--- src/rtl/rand_pkg.sv ---
// Types and constants for the random generator scheduler.
package rand_pkg;

   localparam int RAND_W = 16;
   localparam logic [RAND_W-1:0] FALLBACK_SEED = 16'hACE1;

   typedef enum logic [1:0] {
      IDLE = 2'd0,
      SEED = 2'd1,
      WARM = 2'd2,
      RUN  = 2'd3
   } state_t;

   // A zero seed would freeze the LFSR, so the fallback replaces it.
   function automatic logic [RAND_W-1:0] pick_seed(input logic [RAND_W-1:0] ent,
                                                    input logic [RAND_W-1:0] fallback);
      if (ent == 16'h0000) begin
         return fallback;
      end else begin
         return ent;
      end
   endfunction

endpackage

--- src/rtl/rr_arbiter.sv ---
// Combinational round-robin arbiter: search starts at ptr and ascends with wrap.
module rr_arbiter #(
   parameter int N  = 4,
   parameter int PW = $clog2(N)
) (
   input  logic [N-1:0]  req,
   input  logic [N-1:0]  mask,
   input  logic [PW-1:0] ptr,
   output logic [N-1:0]  grant,
   output logic [PW-1:0] idx
);

   logic          found_s;
   logic [PW-1:0] pos_s;

   // First unmasked request at or after the pointer wins.
   always_comb begin
      grant   = '0;
      idx     = '0;
      found_s = 1'b0;
      pos_s   = '0;
      for (int k = 0; k < N; k++) begin
         pos_s = PW'((int'(ptr) + k) % N);
         if (!found_s && req[pos_s] && !mask[pos_s]) begin
            grant[pos_s] = 1'b1;
            idx          = pos_s;
            found_s      = 1'b1;
         end else begin
            found_s = found_s;
         end
      end
   end

endmodule

--- src/rtl/rand_sched.sv ---
// Seeds the shared LFSR, lets it warm up, then shares its output among
// NREQ requesters round-robin; re-seeds on start or on all-zero lock-up.
module rand_sched
   import rand_pkg::*;
#(
   parameter int NREQ     = 4,
   parameter int SEED_CYC = 2,
   parameter int WARM_CYC = 8,
   parameter logic [RAND_W-1:0] FALLBACK_SEED = rand_pkg::FALLBACK_SEED
) (
   input  logic              clk,
   input  logic              rst,
   input  logic              start,
   input  logic [RAND_W-1:0] randi,
   output logic [RAND_W-1:0] srand,
   output logic              init_srand,
   input  logic [NREQ-1:0]   req,
   output logic [NREQ-1:0]   gnt,
   output logic [RAND_W-1:0] rdata,
   output logic              rvalid,
   output logic              ready
);

   localparam int PW = $clog2(NREQ);
   localparam logic [15:0] SEED_LAST = 16'(SEED_CYC - 1);
   localparam logic [15:0] WARM_LAST = 16'(WARM_CYC - 1);

   state_t            state_r, state_nxt_s;
   logic [15:0]       ent_cnt_r;
   logic [15:0]       phase_r, phase_nxt_s;
   logic [PW-1:0]     ptr_r, ptr_nxt_s;
   logic [RAND_W-1:0] srand_r, srand_nxt_s;
   logic              init_srand_r, init_srand_nxt_s;
   logic [NREQ-1:0]   gnt_r, gnt_nxt_s;
   logic [RAND_W-1:0] rdata_r, rdata_nxt_s;
   logic              rvalid_r, rvalid_nxt_s;
   logic              ready_r, ready_nxt_s;
   logic [NREQ-1:0]   arb_grant_s;
   logic [PW-1:0]     arb_idx_s;

   // The requester being granted this cycle is masked so it cannot win twice.
   rr_arbiter #(.N(NREQ), .PW(PW)) u_arb (
      .req   (req),
      .mask  (gnt_r),
      .ptr   (ptr_r),
      .grant (arb_grant_s),
      .idx   (arb_idx_s)
   );

   // Free-running entropy source for seed capture.
   always_ff @(posedge clk or posedge rst) begin
      if (rst) begin
         ent_cnt_r <= 16'h0000;
      end else begin
         ent_cnt_r <= ent_cnt_r + 16'h0001;
      end
   end

   // State, counters and registered outputs.
   always_ff @(posedge clk or posedge rst) begin
      if (rst) begin
         state_r      <= IDLE;
         phase_r      <= 16'h0000;
         ptr_r        <= '0;
         srand_r      <= 16'h0000;
         init_srand_r <= 1'b1;
         gnt_r        <= '0;
         rdata_r      <= 16'h0000;
         rvalid_r     <= 1'b0;
         ready_r      <= 1'b0;
      end else begin
         state_r      <= state_nxt_s;
         phase_r      <= phase_nxt_s;
         ptr_r        <= ptr_nxt_s;
         srand_r      <= srand_nxt_s;
         init_srand_r <= init_srand_nxt_s;
         gnt_r        <= gnt_nxt_s;
         rdata_r      <= rdata_nxt_s;
         rvalid_r     <= rvalid_nxt_s;
         ready_r      <= ready_nxt_s;
      end
   end

   // Next-state and next-output decode.
   always_comb begin
      state_nxt_s      = state_r;
      phase_nxt_s      = phase_r;
      ptr_nxt_s        = ptr_r;
      srand_nxt_s      = srand_r;
      init_srand_nxt_s = 1'b1;
      gnt_nxt_s        = '0;
      rdata_nxt_s      = rdata_r;
      rvalid_nxt_s     = 1'b0;
      ready_nxt_s      = 1'b0;
      case (state_r)
         IDLE: begin
            if (start) begin
               state_nxt_s      = SEED;
               srand_nxt_s      = pick_seed(ent_cnt_r, FALLBACK_SEED);
               init_srand_nxt_s = 1'b0;
               phase_nxt_s      = 16'h0000;
            end else begin
               state_nxt_s = IDLE;
            end
         end
         SEED: begin
            if (phase_r == SEED_LAST) begin
               phase_nxt_s = 16'h0000;
               if (WARM_CYC == 0) begin
                  state_nxt_s = RUN;
                  ready_nxt_s = 1'b1;
               end else begin
                  state_nxt_s = WARM;
               end
            end else begin
               phase_nxt_s      = phase_r + 16'h0001;
               init_srand_nxt_s = 1'b0;
            end
         end
         WARM: begin
            if (phase_r == WARM_LAST) begin
               state_nxt_s = RUN;
               ready_nxt_s = 1'b1;
               phase_nxt_s = 16'h0000;
            end else begin
               phase_nxt_s = phase_r + 16'h0001;
            end
         end
         RUN: begin
            if (randi == 16'h0000) begin
               // Lock-up: suppress the grant and recover with the fallback seed.
               state_nxt_s      = SEED;
               srand_nxt_s      = FALLBACK_SEED;
               init_srand_nxt_s = 1'b0;
               phase_nxt_s      = 16'h0000;
            end else begin
               if (|arb_grant_s) begin
                  gnt_nxt_s    = arb_grant_s;
                  rvalid_nxt_s = 1'b1;
                  rdata_nxt_s  = randi;
                  if (arb_idx_s == PW'(NREQ - 1)) begin
                     ptr_nxt_s = '0;
                  end else begin
                     ptr_nxt_s = arb_idx_s + PW'(1);
                  end
               end else begin
                  ptr_nxt_s = ptr_r;
               end
               if (start) begin
                  state_nxt_s      = SEED;
                  srand_nxt_s      = pick_seed(ent_cnt_r, FALLBACK_SEED);
                  init_srand_nxt_s = 1'b0;
                  phase_nxt_s      = 16'h0000;
               end else begin
                  ready_nxt_s = 1'b1;
               end
            end
         end
         default: begin
            state_nxt_s = IDLE;
         end
      endcase
   end

   assign srand      = srand_r;
   assign init_srand = init_srand_r;
   assign gnt        = gnt_r;
   assign rdata      = rdata_r;
   assign rvalid     = rvalid_r;
   assign ready      = ready_r;

endmodule

--- config.mk ---
export PLATFORM = sky130hd
export DESIGN_NAME = rand_sched
export DESIGN_NICKNAME = d
export VERILOG_FILES = /design/src/rtl/rand_pkg.sv /design/src/rtl/rr_arbiter.sv /design/src/rtl/rand_sched.sv
export SDC_FILE = /design/constraint.sdc
export NUM_CORES = 1
export LEC_CHECK = 0
export CAP_MARGIN = 20
export CORE_UTILIZATION = 35
export DETAILED_ROUTE_END_ITERATION = 7
export PLACE_DENSITY = 0.6
export SLEW_MARGIN = 0
export SYNTH_ARGS = -nofsm -noshare
export SYNTH_HDL_FRONTEND = slang
export SYNTH_SLANG_ARGS = --single-unit
export TNS_END_PERCENT = 1
--- constraint.sdc ---
create_clock -name clk -period 6 [get_ports clk]
set_input_delay 0.6 -clock clk [delete_from_list [all_inputs] [get_ports clk]]
set_output_delay 0.6 -clock clk [all_outputs]
set_load 0.05 [all_outputs]
==> qor.csv, run 1 <==
stage;metric;value;unit
outcome;status;complete, no violations;
global_routing;first-pass GRT wire length;14.55;mm
synth;Mapped Area;3831;um^2
power;P per Cell Area;519.0;nW/um^2
power;power share of the clock group;14.8;%
worst_setup_path;Max FO, Critical Path;19;
timing;RSZ-0062 raised after global routing;false;
global_routing;total gr overflow;0;
die;core area;10460;um^2
route;DR vias/cell;5.250;
timing;final hold violations;0;
global_routing;vias in the first global route;2856;
die;starting density of the core;36.62;%
synth;post-synth net total;405;
synth;Synth Register Bits;75;
power;Lkg Pwr;2.017;nW
route;DR pass1 iterations;5;
clock_network;Num CTS Buffers;9;
clock_network;Clock H-tree levels;3;
timing;Rel. slew slack;29.73;%
power;Gate power share;55.6;%
worst_setup_path;critical path data arrival time;4.05;ns
clock_network;clock tree buffer depth;2;
die;Die Span Y;106.6;um
die;Die X;106.6;um
worst_setup_path;Worst setup SP type;register;
synth;most used standard cell by instance count after synthesis;dfrtp_1;
timing;fin crit period;3.812;ns
synth;synthesized area per cell;10.47;um^2
place;port bufs;61;
power;Flop pwr share;29.7;%
clock_network;CTS root buf;clkbuf_8;
cells_and_area;final net count;466;
global_routing;initial antenna violation count;0;
cells_and_area;layout cell share with drive strength beyond 1;9.259;%
clock_network;Worst-path clk slew;0.09;ns
global_routing;Total GRT Usage;16.26;%
timing;hold_ws;0.4891;ns
global_routing;GR peak layer;met2;
die;I/O pin count;62;
cells_and_area;fillcell total;1012;
die;die area;11370;um^2
timing;Slew Viols, Final;0;
cells_and_area;Layout area overhead;23.97;%
global_routing;GR Util met2;24.70;%
run;max cap viols;0;
synth;synth cell count leaders;dfrtp_1 (74), nand2_1 (35), o21ai_0 (28);
timing;Tcrit/Tclk final;63.54;%
timing;Final Setup Violations;0;
power;Sw Share;47.84;%
route;routed len/inst;15.44;um
power;Int Pwr;1.286;mW
synth;async set-reset flop share out of synthesis;100.0;%
timing;Peak Freq;262.3;MHz
synth;dominant cell type by area after synthesis;dfrtp_1;
cells_and_area;register area;1878;um^2
route;via count;2982;
synth;Yosys warnings;0;
power;sw power;1.179;mW
worst_setup_path;kind of critical path;reg2reg;
synth;Post-Synthesis Cells;366;
route;WL final;8.768;mm
clock_network;hold buffers post-CTS;0;
synth;top cells by area, synth;dfrtp_1 (48%), ha_1 (5.2%), o21ai_0 (3.7%);
clock_network;clock sinks;75;
worst_setup_path;Worst Path Required;6.24;ns
clock_network;clk_lat worst skew;0.35;ns
synth;Post-synth EDFFs;0;
timing;Final TNS setup;0;ns
timing;Max Clock Skew;0.006733;ns
synth;Most used DFF post-synth;dfrtp_1;
timing;Least-Margin Pin Slew;1.052;ns
route;drt first-iter violations;192;
route;DR DRC count;0;
die;site row count;37;
synth;post-synth cell types;47;
clock_network;post-CTS setup buffers;0;
cells_and_area;Multi-input gate area;1854;um^2
power;VDD IR max;0.2532;mV
global_routing;pin count of the biggest net entering global routing;76;
clock_network;Resize count post-CTS;0;
synth;post-synthesis sequential area ratio;49.02;%
min_path;Hold Crit Class;reg2reg;
clock_network;CTS tree;yes;
place;Post-DP HPWL;6.131;mm
global_routing;M3 GR Usage;3.647;%
synth;top cell type's share of synthesized area;48.33;%
route;Final ANT Viol Nets;0;
place;placer congestion estimate;0.8414;
worst_setup_path;CP Capture Type;register;
global_routing;met1 Track Usage GR;23.20;%
cells_and_area;diode count;0;
[cell type report]
| type | count | share of cell area, % |
|---|---|---|
| Timing Repair Buffer | 62 | 13.01 |
| Inverter | 12 | 0.9484 |
| Sequential cell | 75 | 39.54 |
| Tap cell | 136 | 3.583 |
| Clock inverter | 7 | 1.264 |
| Multi-Input combinational cell | 267 | 39.04 |
| Clock buffer | 9 | 2.608 |
[critical path, stage by stage (launching register included)]
cell	delay [ns]
dfrtp_1	0.61
inv_1	0.31
ha_1	0.48
or3_1	0.44
a2111oi_4	0.42
a221o_1	0.25
a221oi_2	0.06
a41oi_4	0.71
mux2_2	0.41
[flip-flops by register name, summed over array words and instances (netlist names)]
name / count
rdata: 16
ent_cnt_r: 16
phase_r: 16
init_srand: 1
ptr_r: 2
rvalid: 1
srand: 16
gnt: 4
state_r: 2
ready: 1
[power groups by stage]
stage          sequential (mW)  clock (mW)  combinational (mW)
2_1_floorplan             1.10           0               0.636
3_3_place_gp             0.742           0                1.35
3_5_place_dp             0.743           0                1.36
4_1_cts                  0.734       0.379                1.37
5_1_grt                  0.749       0.399                1.46
6_report                 0.732       0.364                1.37
[worst paths after layout]
kind | from | end | slack, ns | cells past startpoint
hold / removal | phase_r[15] | phase_r[15] | 0.49 | 1
setup / recovery | ptr_r[0] | rdata[6] | 2.19 | 8
max in group asynchronous | rst | phase_r[1] | 4.55 | 3
hold reg to reg | phase_r[15] | phase_r[15] | 0.49 | 1
min in group asynchronous | rst | srand[13] | 0.86 | 3
setup reg to reg | ptr_r[0] | rdata[6] | 2.19 | 8
[cells by family after synthesis]
group	synth area share, %
compound gates	14.37
xor+xnor	4.572
fa+ha+maj	5.225
buf+inv	2.580
flops	49.02
mux	6.695
simple gates	17.54
[per-layer routing]
metal,vias up,wire length [um]
li1,1445,-
met1,1469,4283
met2,64,4067
met3,4,355
met4,0,61
met5,-,0
[through the flow]
step	utilization [%]	std cells	setup WS [ns]	cell area, um^2	total power, mW
6_report	45.40	568	2.188	4750	2.465
3_3_place_gp	43.64	552	2.338	4566	2.090
5_1_grt	45.40	568	2.008	4750	2.609
3_5_place_dp	43.64	552	2.249	4566	2.107
4_1_cts	45.40	568	2.240	4750	2.482
2_1_floorplan	-	366	2.483	3831	1.731
[layout by cell type, fill, tap and decap left out, drive strengths merged, types with 3 or more instances in the layout]
cell / n
nor4: 9
nand2b: 9
o31ai: 3
o21ai: 28
xnor2: 9
nand4: 8
a221o: 4
a21oi: 15
or3: 3
xor2: 11
and3: 11
nor2: 23
nand2: 35
nor2b: 6
nand3: 20
clkdlybuf4s50: 61
a221oi: 4
clkinvlp: 3
inv: 15
o22ai: 8
dfrtp: 74
clkbuf: 9
mux2: 17
ha: 16
(Power assumes the default switching activity.)
==> inputs of run 2 (changes only) <==
- PLACE_DENSITY: 0.6 -> 0.62
- clock period: 6 -> 3.5 ns (I/O delays scaled with it)
==> qor.csv, run 2 (synthesis results as in run 1) <==
stage;metric;value;unit
timing;final hold violations;0;
timing;Final TNS setup;0;ns
timing;Max Clock Skew;0.01896;ns
place;Post-DP HPWL;6.270;mm
timing;fin crit period;3.118;ns
die;Die Span Y;106.6;um
cells_and_area;final instance area;4823;um^2
cells_and_area;utilization after layout;46.10;%
place;worst slack at placement;0.3650;ns
clock_network;Worst-path clk slew;0.10;ns
die;starting density of the core;36.62;%
cells_and_area;diode count;0;
power;VDD IR max;0.4243;mV
cells_and_area;layout cell share with drive strength beyond 1;10.50;%
timing;Peak Freq;320.8;MHz
worst_setup_path;CP Capture Type;register;
timing;hold_ws;0.4255;ns
global_routing;initial antenna violation count;0;
place;DP Area;4623;um^2
worst_setup_path;kind of critical path;reg2reg;
cells_and_area;final net count;472;
clock_network;clock sinks;75;
clock_network;clock tree buffer depth;2;
worst_setup_path;worst-path cell chain;inv_2 -> ha_1 -> or3_1 -> a2111oi_4 -> a221o_1 -> a221oi_2 -> a41oi_4 -> buf_4 -> mux2_2;
power;P per Cell Area;892.4;nW/um^2
global_routing;vias in the first global route;3041;
worst_setup_path;Max FO, Critical Path;19;
place;placer congestion estimate;0.8076;
route;WL final;8.780;mm
route;DR vias/cell;5.199;
worst_setup_path;critical path data arrival time;3.35;ns
min_path;Hold Crit Class;in2async;
timing;Final Setup Violations;0;
worst_setup_path;worst reg-to-reg setup slack;0.38;ns
die;I/O pin count;62;
timing;Tcrit/Tclk final;89.07;%
cells_and_area;most common cell after layout, fill and taps aside;dfrtp_1;
global_routing;total gr overflow;0;
worst_setup_path;CP max-delay cell;dfrtp_1;
place;port bufs;61;
route;DR DRC count;0;
timing;Least-Margin Pin Slew;0.9762;ns
worst_setup_path;Worst Path Required;3.74;ns
worst_setup_path;CP bufs+invs;2;
worst_setup_path;Worst path top cell family by delay;compound AO/OA/AOI/OAI gates;
run;max cap viols;0;
worst_setup_path;Worst setup SP type;register;
clock_network;CTS root buf;clkbuf_8;
clock_network;post-CTS setup buffers;0;
route;drt first-iter violations;122;
cells_and_area;Layout area overhead;25.90;%
global_routing;Total GRT Usage;16.64;%
outcome;status;complete, no violations;
worst_setup_path;critical path's largest stage delay;0.53;ns
global_routing;first-pass GRT wire length;14.91;mm
route;Final ANT Viol Nets;0;
clock_network;Resize count post-CTS;0;
timing;Slew Viols, Final;0;
die;die area;11370;um^2
cells_and_area;most frequent cells in the layout;dfrtp_1 (74), clkdlybuf4s50_1 (61), nand2_1 (35);
die;site row count;37;
clock_network;hold buffers post-CTS;0;
timing;Rel. slew slack;34.68;%
route;routed len/inst;15.30;um
clock_network;CTS tree;yes;
clock_network;Num CTS Buffers;9;
power;Lkg Pwr;2.063;nW
route;DR pass1 iterations;4;
clock_network;Clock H-tree levels;3;
clock_network;clk_lat worst skew;0.35;ns
die;core area;10460;um^2
timing;RSZ-0062 raised after global routing;false;
timing;min setup slack post-route;0.3824;ns
global_routing;pin count of the biggest net entering global routing;44;
route;via count;2984;
die;Die X;106.6;um
run 2: power by group:
part	internal, mW	leakage, nW	switching [mW]	total [mW]
registers	1.10	0.958	0.143	1.24
logic	0.881	1.01	1.50	2.38
clock network	0.333	0.0958	0.349	0.682
total	2.31	2.06	2.00	4.30
run 2: metrics by stage:
| step | total power [mW] | instances |
|---|---|---|
| after global routing | 4.575 | 574 |
| after CTS | 4.354 | 574 |
| after floorplan | 2.969 | 366 |
| final | 4.305 | 574 |
| after detailed placement | 3.653 | 558 |
| after global placement | 3.621 | 558 |
run 2: final cells by class:
type / instances / area, um^2
Clock buffer: 9 / 123.9
Timing Repair Buffer: 68 / 675.6
Multi-Input combinational cell: 267 / 1854
Tap cell: 136 / 170.2
Clock inverter: 7 / 76.32
Sequential cell: 75 / 1878
Inverter: 12 / 45.04
Fill cell: 1005 / 5639
run 2: worst reg2reg max path, delay by kind of cell (launching register included):
kind            cells  cell delay, ns
flops               1            0.53
compound gates      4            0.95
simple gates        1            0.41
buf+inv             2            0.43
mux                 1            0.37
fa+ha+maj           1            0.30
run 2: path summary, 6_finish.rpt:
path	cells past startpoint	from	to
setup / recovery	9	ptr_r[1]	rdata[6]
hold / removal	2	rst	gnt[3]
setup reg to reg	9	ptr_r[1]	rdata[6]
hold reg to reg	1	rdata[4]	rdata[4]
max in group asynchronous	3	rst	init_srand
min in group clk	1	rdata[4]	rdata[4]
run 2: routing by layer:
layer,global-route usage (%),part of all wire (%),vias up
met4,7.143,1.7,0
met2,25.53,46,70
met5,0,0,-
met3,2.979,4.4,12
met1,23.08,48,1451
li1,-,-,1451
